$ cat src/rtl/fpu_host_if.sv
// fpu_host_if: 8-bit host register front-end with command/result FIFOs feeding the FPU core.
// Optional core watchdog: define FPU_HOST_TIMEOUT_EN.
module fpu_host_if #(
  parameter int DATA_W         = 32,
  parameter int OP_W           = 4,
  parameter int ADDR_W         = 4,
  parameter int CMD_DEPTH      = 4,
  parameter int RES_DEPTH      = 4,
  parameter int TIMEOUT_CYCLES = 1024
) (
  input  logic              clk,
  input  logic              arst_n,
  input  logic [7:0]        databus_in,
  output logic [7:0]        databus_out,
  input  logic [ADDR_W-1:0] addr,
  input  logic              cs,
  input  logic              rd,
  input  logic              wr,
  input  logic              end_ack,
  output logic              cmd_end,
  output logic              busy,
  output logic [DATA_W-1:0] core_a,
  output logic [DATA_W-1:0] core_b,
  output logic [OP_W-1:0]   core_op,
  output logic              core_start,
  input  logic              core_done,
  input  logic [DATA_W-1:0] core_result
);
  localparam int NB  = DATA_W / 8;
  localparam int CW  = 2 * DATA_W + OP_W;
  localparam int CPW = $clog2(CMD_DEPTH);
  localparam int RPW = $clog2(RES_DEPTH);
  localparam logic [ADDR_W-1:0] ADDR_OP     = ADDR_W'(2 * NB);
  localparam logic [ADDR_W-1:0] ADDR_CMD    = ADDR_W'(2 * NB + 1);
  localparam logic [ADDR_W-1:0] ADDR_STATUS = ADDR_W'(3 * NB + 1);
  localparam logic [DATA_W-1:0] QNAN = (DATA_W == 64) ? DATA_W'(64'h7FF8000000000000)
                                                      : DATA_W'(32'h7FC00000);
  localparam logic [1:0] IDLE  = 2'd0;
  localparam logic [1:0] ISSUE = 2'd1;
  localparam logic [1:0] WAIT  = 2'd2;

  logic [DATA_W-1:0] a_r, b_r;
  logic [OP_W-1:0]   op_r;
  logic [CW-1:0]     cmd_mem [CMD_DEPTH];
  logic [CPW-1:0]    cmd_wp_r, cmd_rp_r;
  logic [CPW:0]      cmd_cnt_r;
  logic [DATA_W-1:0] res_mem [RES_DEPTH];
  logic [RPW-1:0]    res_wp_r, res_rp_r;
  logic [RPW:0]      res_cnt_r;
  logic              wr_prev_r, ack_prev_r, ovf_r, to_r, cmd_end_r, busy_r, core_start_r;
  logic [1:0]        state_r;
  logic [DATA_W-1:0] core_a_r, core_b_r;
  logic [OP_W-1:0]   core_op_r;

  logic              wr_stb_s, cmd_wr_s, cmd_push_s, cmd_pop_s, res_done_s, res_pop_s, to_hit_s;
  logic              cmd_full_s, cmd_empty_s, res_full_s, res_empty_s;
  logic [DATA_W-1:0] res_din_s;
  logic [7:0]        status_s, rd_data_s;

  // Strobe edge detection and FIFO push/pop decisions for this cycle.
  always_comb begin
    wr_stb_s    = !cs && !wr && wr_prev_r;
    cmd_full_s  = (cmd_cnt_r == (CPW+1)'(CMD_DEPTH));
    cmd_empty_s = (cmd_cnt_r == '0);
    res_full_s  = (res_cnt_r == (RPW+1)'(RES_DEPTH));
    res_empty_s = (res_cnt_r == '0);
    cmd_wr_s    = wr_stb_s && (addr == ADDR_CMD);
    cmd_push_s  = cmd_wr_s && !cmd_full_s;
    cmd_pop_s   = (state_r == ISSUE);
    res_done_s  = (state_r == WAIT) && (core_done || to_hit_s);
    res_din_s   = core_done ? core_result : QNAN;
    res_pop_s   = end_ack && !ack_prev_r && !res_empty_s;
    status_s    = {3'b000, to_r, ovf_r, res_empty_s, cmd_empty_s, cmd_full_s};
  end

  // Host read path: combinational byte select, zero when not strobed or unmapped.
  always_comb begin
    rd_data_s = 8'h00;
    if (!cs && !rd) begin
      for (int i = 0; i < NB; i++) begin
        if (addr == ADDR_W'(i)) begin
          rd_data_s = a_r[8*i +: 8];
        end else if (addr == ADDR_W'(NB + i)) begin
          rd_data_s = b_r[8*i +: 8];
        end else if ((addr == ADDR_W'(2*NB + 1 + i)) && !res_empty_s) begin
          rd_data_s = res_mem[res_rp_r][8*i +: 8];
        end else begin
          rd_data_s = rd_data_s;
        end
      end
      if (addr == ADDR_OP) begin
        rd_data_s = 8'(op_r);
      end else if (addr == ADDR_STATUS) begin
        rd_data_s = status_s;
      end else begin
        rd_data_s = rd_data_s;
      end
    end else begin
      rd_data_s = 8'h00;
    end
  end

  assign databus_out = rd_data_s;

  // Operand registers, sticky status bits and strobe history.
  always_ff @(posedge clk or negedge arst_n) begin
    if (!arst_n) begin
      a_r <= '0; b_r <= '0; op_r <= '0;
      wr_prev_r <= 1'b1; ack_prev_r <= 1'b0; ovf_r <= 1'b0; to_r <= 1'b0;
    end else begin
      wr_prev_r  <= wr;
      ack_prev_r <= end_ack;
      if (wr_stb_s) begin
        for (int i = 0; i < NB; i++) begin
          if (addr == ADDR_W'(i)) a_r[8*i +: 8] <= databus_in;
          if (addr == ADDR_W'(NB + i)) b_r[8*i +: 8] <= databus_in;
        end
        if (addr == ADDR_OP) op_r <= OP_W'(databus_in);
      end
      if (wr_stb_s && (addr == ADDR_STATUS)) begin
        ovf_r <= 1'b0;
        to_r  <= 1'b0;
      end else begin
        if (cmd_wr_s && cmd_full_s) ovf_r <= 1'b1;
        if (to_hit_s) to_r <= 1'b1;
      end
    end
  end

  // Command FIFO: entries are {A, B, OP}.
  always_ff @(posedge clk or negedge arst_n) begin
    if (!arst_n) begin
      for (int i = 0; i < CMD_DEPTH; i++) cmd_mem[i] <= '0;
      cmd_wp_r <= '0; cmd_rp_r <= '0; cmd_cnt_r <= '0;
    end else begin
      if (cmd_push_s) begin
        cmd_mem[cmd_wp_r] <= {a_r, b_r, op_r};
        cmd_wp_r <= cmd_wp_r + CPW'(1);
      end
      if (cmd_pop_s) cmd_rp_r <= cmd_rp_r + CPW'(1);
      case ({cmd_push_s, cmd_pop_s})
        2'b10:   cmd_cnt_r <= cmd_cnt_r + (CPW+1)'(1);
        2'b01:   cmd_cnt_r <= cmd_cnt_r - (CPW+1)'(1);
        default: cmd_cnt_r <= cmd_cnt_r;
      endcase
    end
  end

  // Result FIFO, drained by end_ack rising edges.
  always_ff @(posedge clk or negedge arst_n) begin
    if (!arst_n) begin
      for (int i = 0; i < RES_DEPTH; i++) res_mem[i] <= '0;
      res_wp_r <= '0; res_rp_r <= '0; res_cnt_r <= '0;
    end else begin
      if (res_done_s) begin
        res_mem[res_wp_r] <= res_din_s;
        res_wp_r <= res_wp_r + RPW'(1);
      end
      if (res_pop_s) res_rp_r <= res_rp_r + RPW'(1);
      case ({res_done_s, res_pop_s})
        2'b10:   res_cnt_r <= res_cnt_r + (RPW+1)'(1);
        2'b01:   res_cnt_r <= res_cnt_r - (RPW+1)'(1);
        default: res_cnt_r <= res_cnt_r;
      endcase
    end
  end

  // Issue FSM; IDLE has nothing in flight, so a free result slot guarantees room for the answer.
  always_ff @(posedge clk or negedge arst_n) begin
    if (!arst_n) begin
      state_r <= IDLE; core_start_r <= 1'b0;
      core_a_r <= '0; core_b_r <= '0; core_op_r <= '0;
      cmd_end_r <= 1'b0; busy_r <= 1'b0;
    end else begin
      core_start_r <= 1'b0;
      cmd_end_r    <= !res_empty_s;
      busy_r       <= !cmd_empty_s || (state_r != IDLE);
      case (state_r)
        IDLE:  if (!cmd_empty_s && !res_full_s) state_r <= ISSUE;
        ISSUE: begin
          core_a_r     <= cmd_mem[cmd_rp_r][CW-1 -: DATA_W];
          core_b_r     <= cmd_mem[cmd_rp_r][OP_W +: DATA_W];
          core_op_r    <= cmd_mem[cmd_rp_r][OP_W-1:0];
          core_start_r <= 1'b1;
          state_r      <= WAIT;
        end
        WAIT:    if (res_done_s) state_r <= IDLE;
        default: state_r <= IDLE;
      endcase
    end
  end

`ifdef FPU_HOST_TIMEOUT_EN
  localparam int TW = $clog2(TIMEOUT_CYCLES + 1);
  logic [TW-1:0] to_cnt_r;

  // Watchdog: counts WAIT cycles without a completion pulse.
  always_ff @(posedge clk or negedge arst_n) begin
    if (!arst_n) begin
      to_cnt_r <= '0;
    end else if (state_r == WAIT) begin
      to_cnt_r <= to_cnt_r + TW'(1);
    end else begin
      to_cnt_r <= '0;
    end
  end

  assign to_hit_s = (state_r == WAIT) && !core_done && (to_cnt_r == TW'(TIMEOUT_CYCLES - 1));
`else
  logic unused_timeout_s;
  assign unused_timeout_s = (TIMEOUT_CYCLES > 0);
  assign to_hit_s = 1'b0;
`endif

  assign cmd_end    = cmd_end_r;
  assign busy       = busy_r;
  assign core_a     = core_a_r;
  assign core_b     = core_b_r;
  assign core_op    = core_op_r;
  assign core_start = core_start_r;
endmodule
$ cat config.mk
export PLATFORM = sky130hd
export DESIGN_NAME = fpu_host_if
export DESIGN_NICKNAME = d
export VERILOG_FILES = /design/src/rtl/fpu_host_if.sv
export SDC_FILE = /design/constraint.sdc
export NUM_CORES = 1
export LEC_CHECK = 0
export BUFFER_PORTS_ARGS = -buffer_cell sky130_fd_sc_hd__buf_2
export CAP_MARGIN = 20
export CORE_MARGIN = 4
export CORE_UTILIZATION = 40
export CTS_BUF_LIST = sky130_fd_sc_hd__clkbuf_16
export DETAILED_ROUTE_END_ITERATION = 12
export PLACE_DENSITY = 0.58
export SLEW_MARGIN = 15
export SYNTH_ARGS = -nofsm -noshare
export SYNTH_HDL_FRONTEND = slang
export SYNTH_SLANG_ARGS = --single-unit
$ cat constraint.sdc
create_clock -name clk -period 3.4 [get_ports clk]
set_clock_uncertainty 0.05 [all_clocks]
set_input_delay 0.85 -clock clk [delete_from_list [all_inputs] [get_ports clk]]
set_output_delay 0.85 -clock clk [all_outputs]
set_load 0.1 [all_outputs]
Word level (Yosys, flattened, before mapping)

Cells that the tools add are included.
W data, S select, Z words.

Add/sub/neg operators: 8
Magnitude comparators: 6
Equal/unequal tests: 23
Muxes and demuxes: 36
Bitwise logic cells: 4
Reductions and logical operators: 44

Operators with widths:

| kind                  | count |
|---|---|
| $bwmux W272           | 1 |
| $mux W68              | 3 |
| $bmux W68 S2          | 1 |
| $demux W68 S2         | 1 |
| $bwmux W128           | 1 |
| $mux W32              | 4 |
| $mux W8               | 15 |
| $bmux W32 S2          | 1 |
| $demux W32 S2         | 1 |
| $eq A4 B4 Y1 const B  | 6 |
| $reduce_and A2 Y1     | 10 |
| $logic_and A1 B1 Y1   | 17 |
| $eq A4 B3 Y1 const B  | 4 |
| $ge A3 B3 Y1 const B  | 4 |
| $not A2 Y3            | 4 |
| $pmux W3 S2           | 2 |
| $add A2 B1 Y2 const B | 4 |
| $eq A4 B2 Y1 const B  | 2 |
| $logic_not A1 Y1      | 8 |
| $reduce_bool A2 Y1    | 4 |
| $add A3 B1 Y3 const B | 2 |
| $eq A2 B1 Y1 const B  | 3 |
| $eq A2 B2 Y1 const B  | 3 |
| $eq A3 B3 Y1 const B  | 2 |
| 11 further kinds      | 18 |

Bits in registers: 558
Bits of input ports: 51
Output and inout port bits: 79
Logic and storage cells: 154

Logic depth before layout (Yosys ltp)

Word-level depth: 19
Mapped depth: 11
Mapped depth without buffers: 10

Worst setup path after synthesis

OpenSTA, ideal clock, no wires.

Kind: in2out
From: in addr[3]
To: out databus_out[3]
Arrival time: 4.297 ns
Required time: 2.500 ns
Setup slack: -1.797 ns
Cell stages on the path: 6
Cells stage by stage: buf_2 > nor3_1 > o21ai_0 > a211o_1 > a32o_1 > a221oi_1

Longest elaborated chain between the ends: 17
Elaborated cells on any way between the ends: 33
Those cells by class: 13 x eq/ne; 15 x mux; 5 x reduce/logical

Ends and longest elaborated chain:

| what                | line | RTL |
|---|---|---|
| start: declaration  | 15   | `input logic [ADDR_W-1:0] addr,` |
| $eq A4 B4 Y1        | 85   | `end else if ((addr == ADDR_W'(2*NB + 1 + i)) && !res_empty_s) begin` |
| $logic_and A1 B1 Y1 | 85   |  |
| $mux W8             | 85   |  |
| $mux W8             | 83   | `end else if (addr == ADDR_W'(NB + i)) begin` |
| $mux W8             | 81   | `if (addr == ADDR_W'(i)) begin` |
| $mux W8             | 85   |  |
| $mux W8             | 83   |  |
| $mux W8             | 81   |  |
| $mux W8             | 85   |  |
| $mux W8             | 83   |  |
| $mux W8             | 81   |  |
| $mux W8             | 85   |  |
| $mux W8             | 83   |  |
| $mux W8             | 81   |  |
| $mux W8             | 93   | `end else if (addr == ADDR_STATUS) begin` |
| $mux W8 (*)         | 91   | `if (addr == ADDR_OP) begin` |
| $mux W8 (*)         | 79   | `if (!cs && !rd) begin` |
| end: declaration    | 14   | `output logic [7:0] databus_out,` |

Every way passes the cells marked *; elsewhere a longest branch is shown, timed or not.

Final worst setup path

From: reg res_rp_r[0]
To: out databus_out[3]

Longest elaborated chain between the ends: 19

Ends and longest elaborated chain:

| what                                             | line | RTL |
|---|---|---|
| start: declaration                               | 48   | `logic [RPW-1:0] res_wp_r, res_rp_r;` |
| start signal: assignment                         | 159  | `if (res_pop_s) res_rp_r <= res_rp_r + RPW'(1);` |
| $not A2 Y3 (not written as such) (*)             | 86   | `rd_data_s = res_mem[res_rp_r][8*i +: 8];` |
| $bmux W32 S2 (*)                                 | 86   |  |
| $mux W32 (not written as such) (*) (2 in series) | 86   |  |
| $mux W8                                          | 85   |  |
| $mux W8                                          | 83   |  |
| $mux W8                                          | 81   |  |
| $mux W8                                          | 85   |  |
| $mux W8                                          | 83   |  |
| [2 not listed]                                   | --   |  |
| $mux W8                                          | 83   |  |
| $mux W8                                          | 81   |  |
| $mux W8 (*)                                      | 85   |  |
| $mux W8 (*)                                      | 83   |  |
| $mux W8 (*)                                      | 81   |  |
| $mux W8 (*)                                      | 93   |  |
| $mux W8 (*)                                      | 91   |  |
| $mux W8 (*)                                      | 79   |  |

Every way passes the cells marked *; elsewhere a longest branch is shown, timed or not. The select of a mux whose other input is x is not followed.

==> out/qor.csv <==
metric;value;unit
syn-num-nets;1651;
critPathMaxStageDelay;0.56;ns
cp_slowest_cell;dfrtp_4;
wl_per_cell;23.4;µm
clockBufferDepth;3;
synth-async-reset-ratio;1.00;
p_int;13.9;mW
drcViolationCount;0;
regToRegEndpoint;cmd_cnt_r[2];
p_seq_frac;0.428;
area.growth.synth_to_final;20.3;%
pre_cts_slack;-0.289;ns
worst_slew_pin_slew;0.766;ns
first_pass_iters;4;
fin_util;0.489;
yosysTopAreaCellShare;0.565;
clk_pin_slew;0.06;ns
drv_slew;0;
end_kind;output pin;
power.density;675;nW/µm²
crit_chain;mux4_2 > nand3_2 > a211o_1 > a32o_2 > a221oi_4 > buf_6 > buf_12;
grt_pass1_vias;15400;
antenna_found_initial;8;
ys_seq_area_frac;0.566;
ios;130;
finalWirelength;62.2;mm
ant_nets;0;
hold_path_class;in -> async;
synth-seq-cells;558;
gp_congestion;0.920;
finalHoldViolations;0;
placementRows;90;
cts_hold_buf;0;
syn_area_per_cell;15.5;µm²
swShare;0.308;
power.share.clock;0.310;
crit_start;res_rp_r[0];
cts_made_buffers;60;
place_inst;2539;
hold_slack;0.104;ns
synth_edf_count;0;
htree_levels;2;
critPathKind;reg -> out;
avgViaCountPerCell;5.44;
rr_worst_depth;10;
grt_max_degree;102;
grt_pass1_wl;97.0;mm
die_w;256;µm
rsz0062_at_grt;true;
power_switching;6.17;mW
violations;setup timing;
syn_area;24700;µm²
synth_ff_type;dfrtp_1;
vdd_drop_max;590;µV
r2r-start;cmd_cnt_r[0];
place_hpwl;44.1;mm
die_y;256;µm
p_leak;14.5;nW
die-area;65700;µm²
start_util;0.407;
syn_inst;1588;
fmax;0.265;GHz
yosys-top-cells-area;dfrtp_1 56%, mux2_2 21%, mux4_2 9.1%;
setup_viol;8;
endpoint;databus_out[3];
drtIter0Drc;766;
p_comb_frac;0.262;
crit_path_start_kind;flip-flop;
cp.arrival;2.87;ns
ys_warn_count;0;
grt-ovfl-total;0;
rrSetupSlack;1.07;ns
drive_above_1_share;0.528;
path_max_fanout;7;
clk_latency;0.61;ns
setup_ws;-0.372;ns
cts_tree;built;
final_cell_mix;553 x dfrtp_1, 456 x mux2_2, 120 x buf_2, 116 x buf_4, 100 x mux4_2;
drv_cap;0;
layoutNonFillerInstCount;2657;
finalCriticalPeriod;3.77;ns
clkSinkCount;558;
status;finished with violations;
core_region_area;60700;µm²
slew_headroom;0.489;
nets;1893;
synth.distinct_cells;61;
port_buffers;129;
min_period_over_period;1.11;
grt_use_total;0.189;
synth_area_leader_cell;dfrtp_1;
cts_root_buffer;clkbuf_16;
cp_data_required_time;2.50;ns
final_common_cell;dfrtp_1;
num_vias;14400;
==> worst min-delay path by stage <==
stage | from | depth (start not counted) | slack (ns) | to
after CTS | arst_n | 1 | 0.09 | cmd_mem[240]
final | arst_n | 1 | 0.10 | cmd_mem[36]
after floorplan | cmd_cnt_r[2] | 1 | 0.41 | cmd_cnt_r[2]
after detailed placement | cmd_mem[117] | 1 | 0.43 | cmd_mem[117]
after global placement | cmd_mem[192] | 1 | 0.42 | cmd_mem[192]
after global routing | arst_n | 1 | 0.10 | cmd_mem[94]
==> registers in the layout, summed over array words and instances (netlist names), 3 cells and up <==
name,flops
a_r,32
b_r,32
res_cnt_r,3
core_b,32
cmd_cnt_r,3
cmd_mem,272
op_r,4
res_mem,128
core_op,4
core_a,32
==> power by group through the flow <==
stage	clock [mW]	sequential, mW	combinational [mW]
2_1_floorplan	0	8.65	3.28
3_3_place_gp	0	8.65	5.01
3_5_place_dp	0	8.72	5.08
4_1_cts	6.41	8.60	5.24
5_1_grt	6.69	8.73	5.63
6_report	6.21	8.58	5.25
==> cell usage after synthesis (all sizes together) (5+ instances only) <==
| master | count |
|---|---|
| or3b | 5 |
| inv | 19 |
| nor2 | 23 |
| nor3 | 9 |
| nand4 | 6 |
| xnor2 | 6 |
| mux2i | 8 |
| xor2 | 7 |
| nor2b | 5 |
| mux2 | 536 |
| a41oi | 6 |
| o32ai | 5 |
| nand2 | 29 |
| o21ai | 33 |
| mux4 | 100 |
| buf | 67 |
| a211oi | 5 |
| dfrtp | 557 |
| clkbuf | 36 |
| ha | 10 |
| nand3 | 14 |
| nand2b | 5 |
| a21oi | 24 |
==> timing repair <==
action / CTS / global route
buffers inserted: 6 / 5
gates resized for setup: 33 / 19
setup endpoints to repair: 8 / 8
pin swaps: 9 / 6
gates cloned: 0 / 0
==> through the flow <==
| stage | TNS [ns] | total power, mW | instance area, µm² |
|---|---|---|---|
| 2_1_floorplan | -0.430 | 11.9 | 24900 |
| 3_3_place_gp | -1.65 | 13.7 | 27500 |
| 3_5_place_dp | -1.75 | 13.8 | 27500 |
| 4_1_cts | -2.44 | 20.2 | 29600 |
| 5_1_grt | -2.84 | 21.1 | 29700 |
| 6_report | -2.16 | 20.0 | 29700 |
==> kinds of logic (layout without fill, tap and decap cells) <==
kind of cell,after synthesis,in the layout,synth area share
adder cells (fa/ha/maj),12,12,0.00669
AO/OA/AOI/OAI,106,106,0.0276
XOR/XNOR,13,13,0.00461
multiplexers,644,644,0.339
buffers and inverters,122,408,0.0236
AND/OR/NAND/NOR,133,133,0.0324
flip-flops,558,558,0.566
other,0,1,0
==> critical path, delay by kind of cell, from the launching register on <==
| kind | cells | cell delay (ns) |
|---|---|---|
| AOI/OAI and AO/OA | 3 | 0.85 |
| DFF | 1 | 0.56 |
| muxes | 1 | 0.43 |
| buffers and inverters | 2 | 0.32 |
| and+or+nand+nor | 1 | 0.09 |
==> layer usage <==
| layer | global-route usage | up-vias | share of wire |
|---|---|---|---|
| met5 | 0 | - | 0.0014 |
| met4 | 0.0446 | 14 | 0.019 |
| li1 | - | 6403 | - |
| met3 | 0.0331 | 96 | 0.038 |
| met2 | 0.317 | 230 | 0.49 |
| met1 | 0.261 | 7706 | 0.45 |
==> layout make-up <==
| class | instances | area, µm² |
|---|---|---|
| tap | 782 | 978 |
| fill | 5189 | 31000 |
| clock buffer | 62 | 1550 |
| inverter | 19 | 73.8 |
| multi-input combinational | 908 | 10500 |
| timing repair buffer | 283 | 2310 |
| sequential | 558 | 14000 |
| clock inverter | 44 | 319 |
| antenna | 1 | 2.50 |
Power figures use the tool's default switching activity.
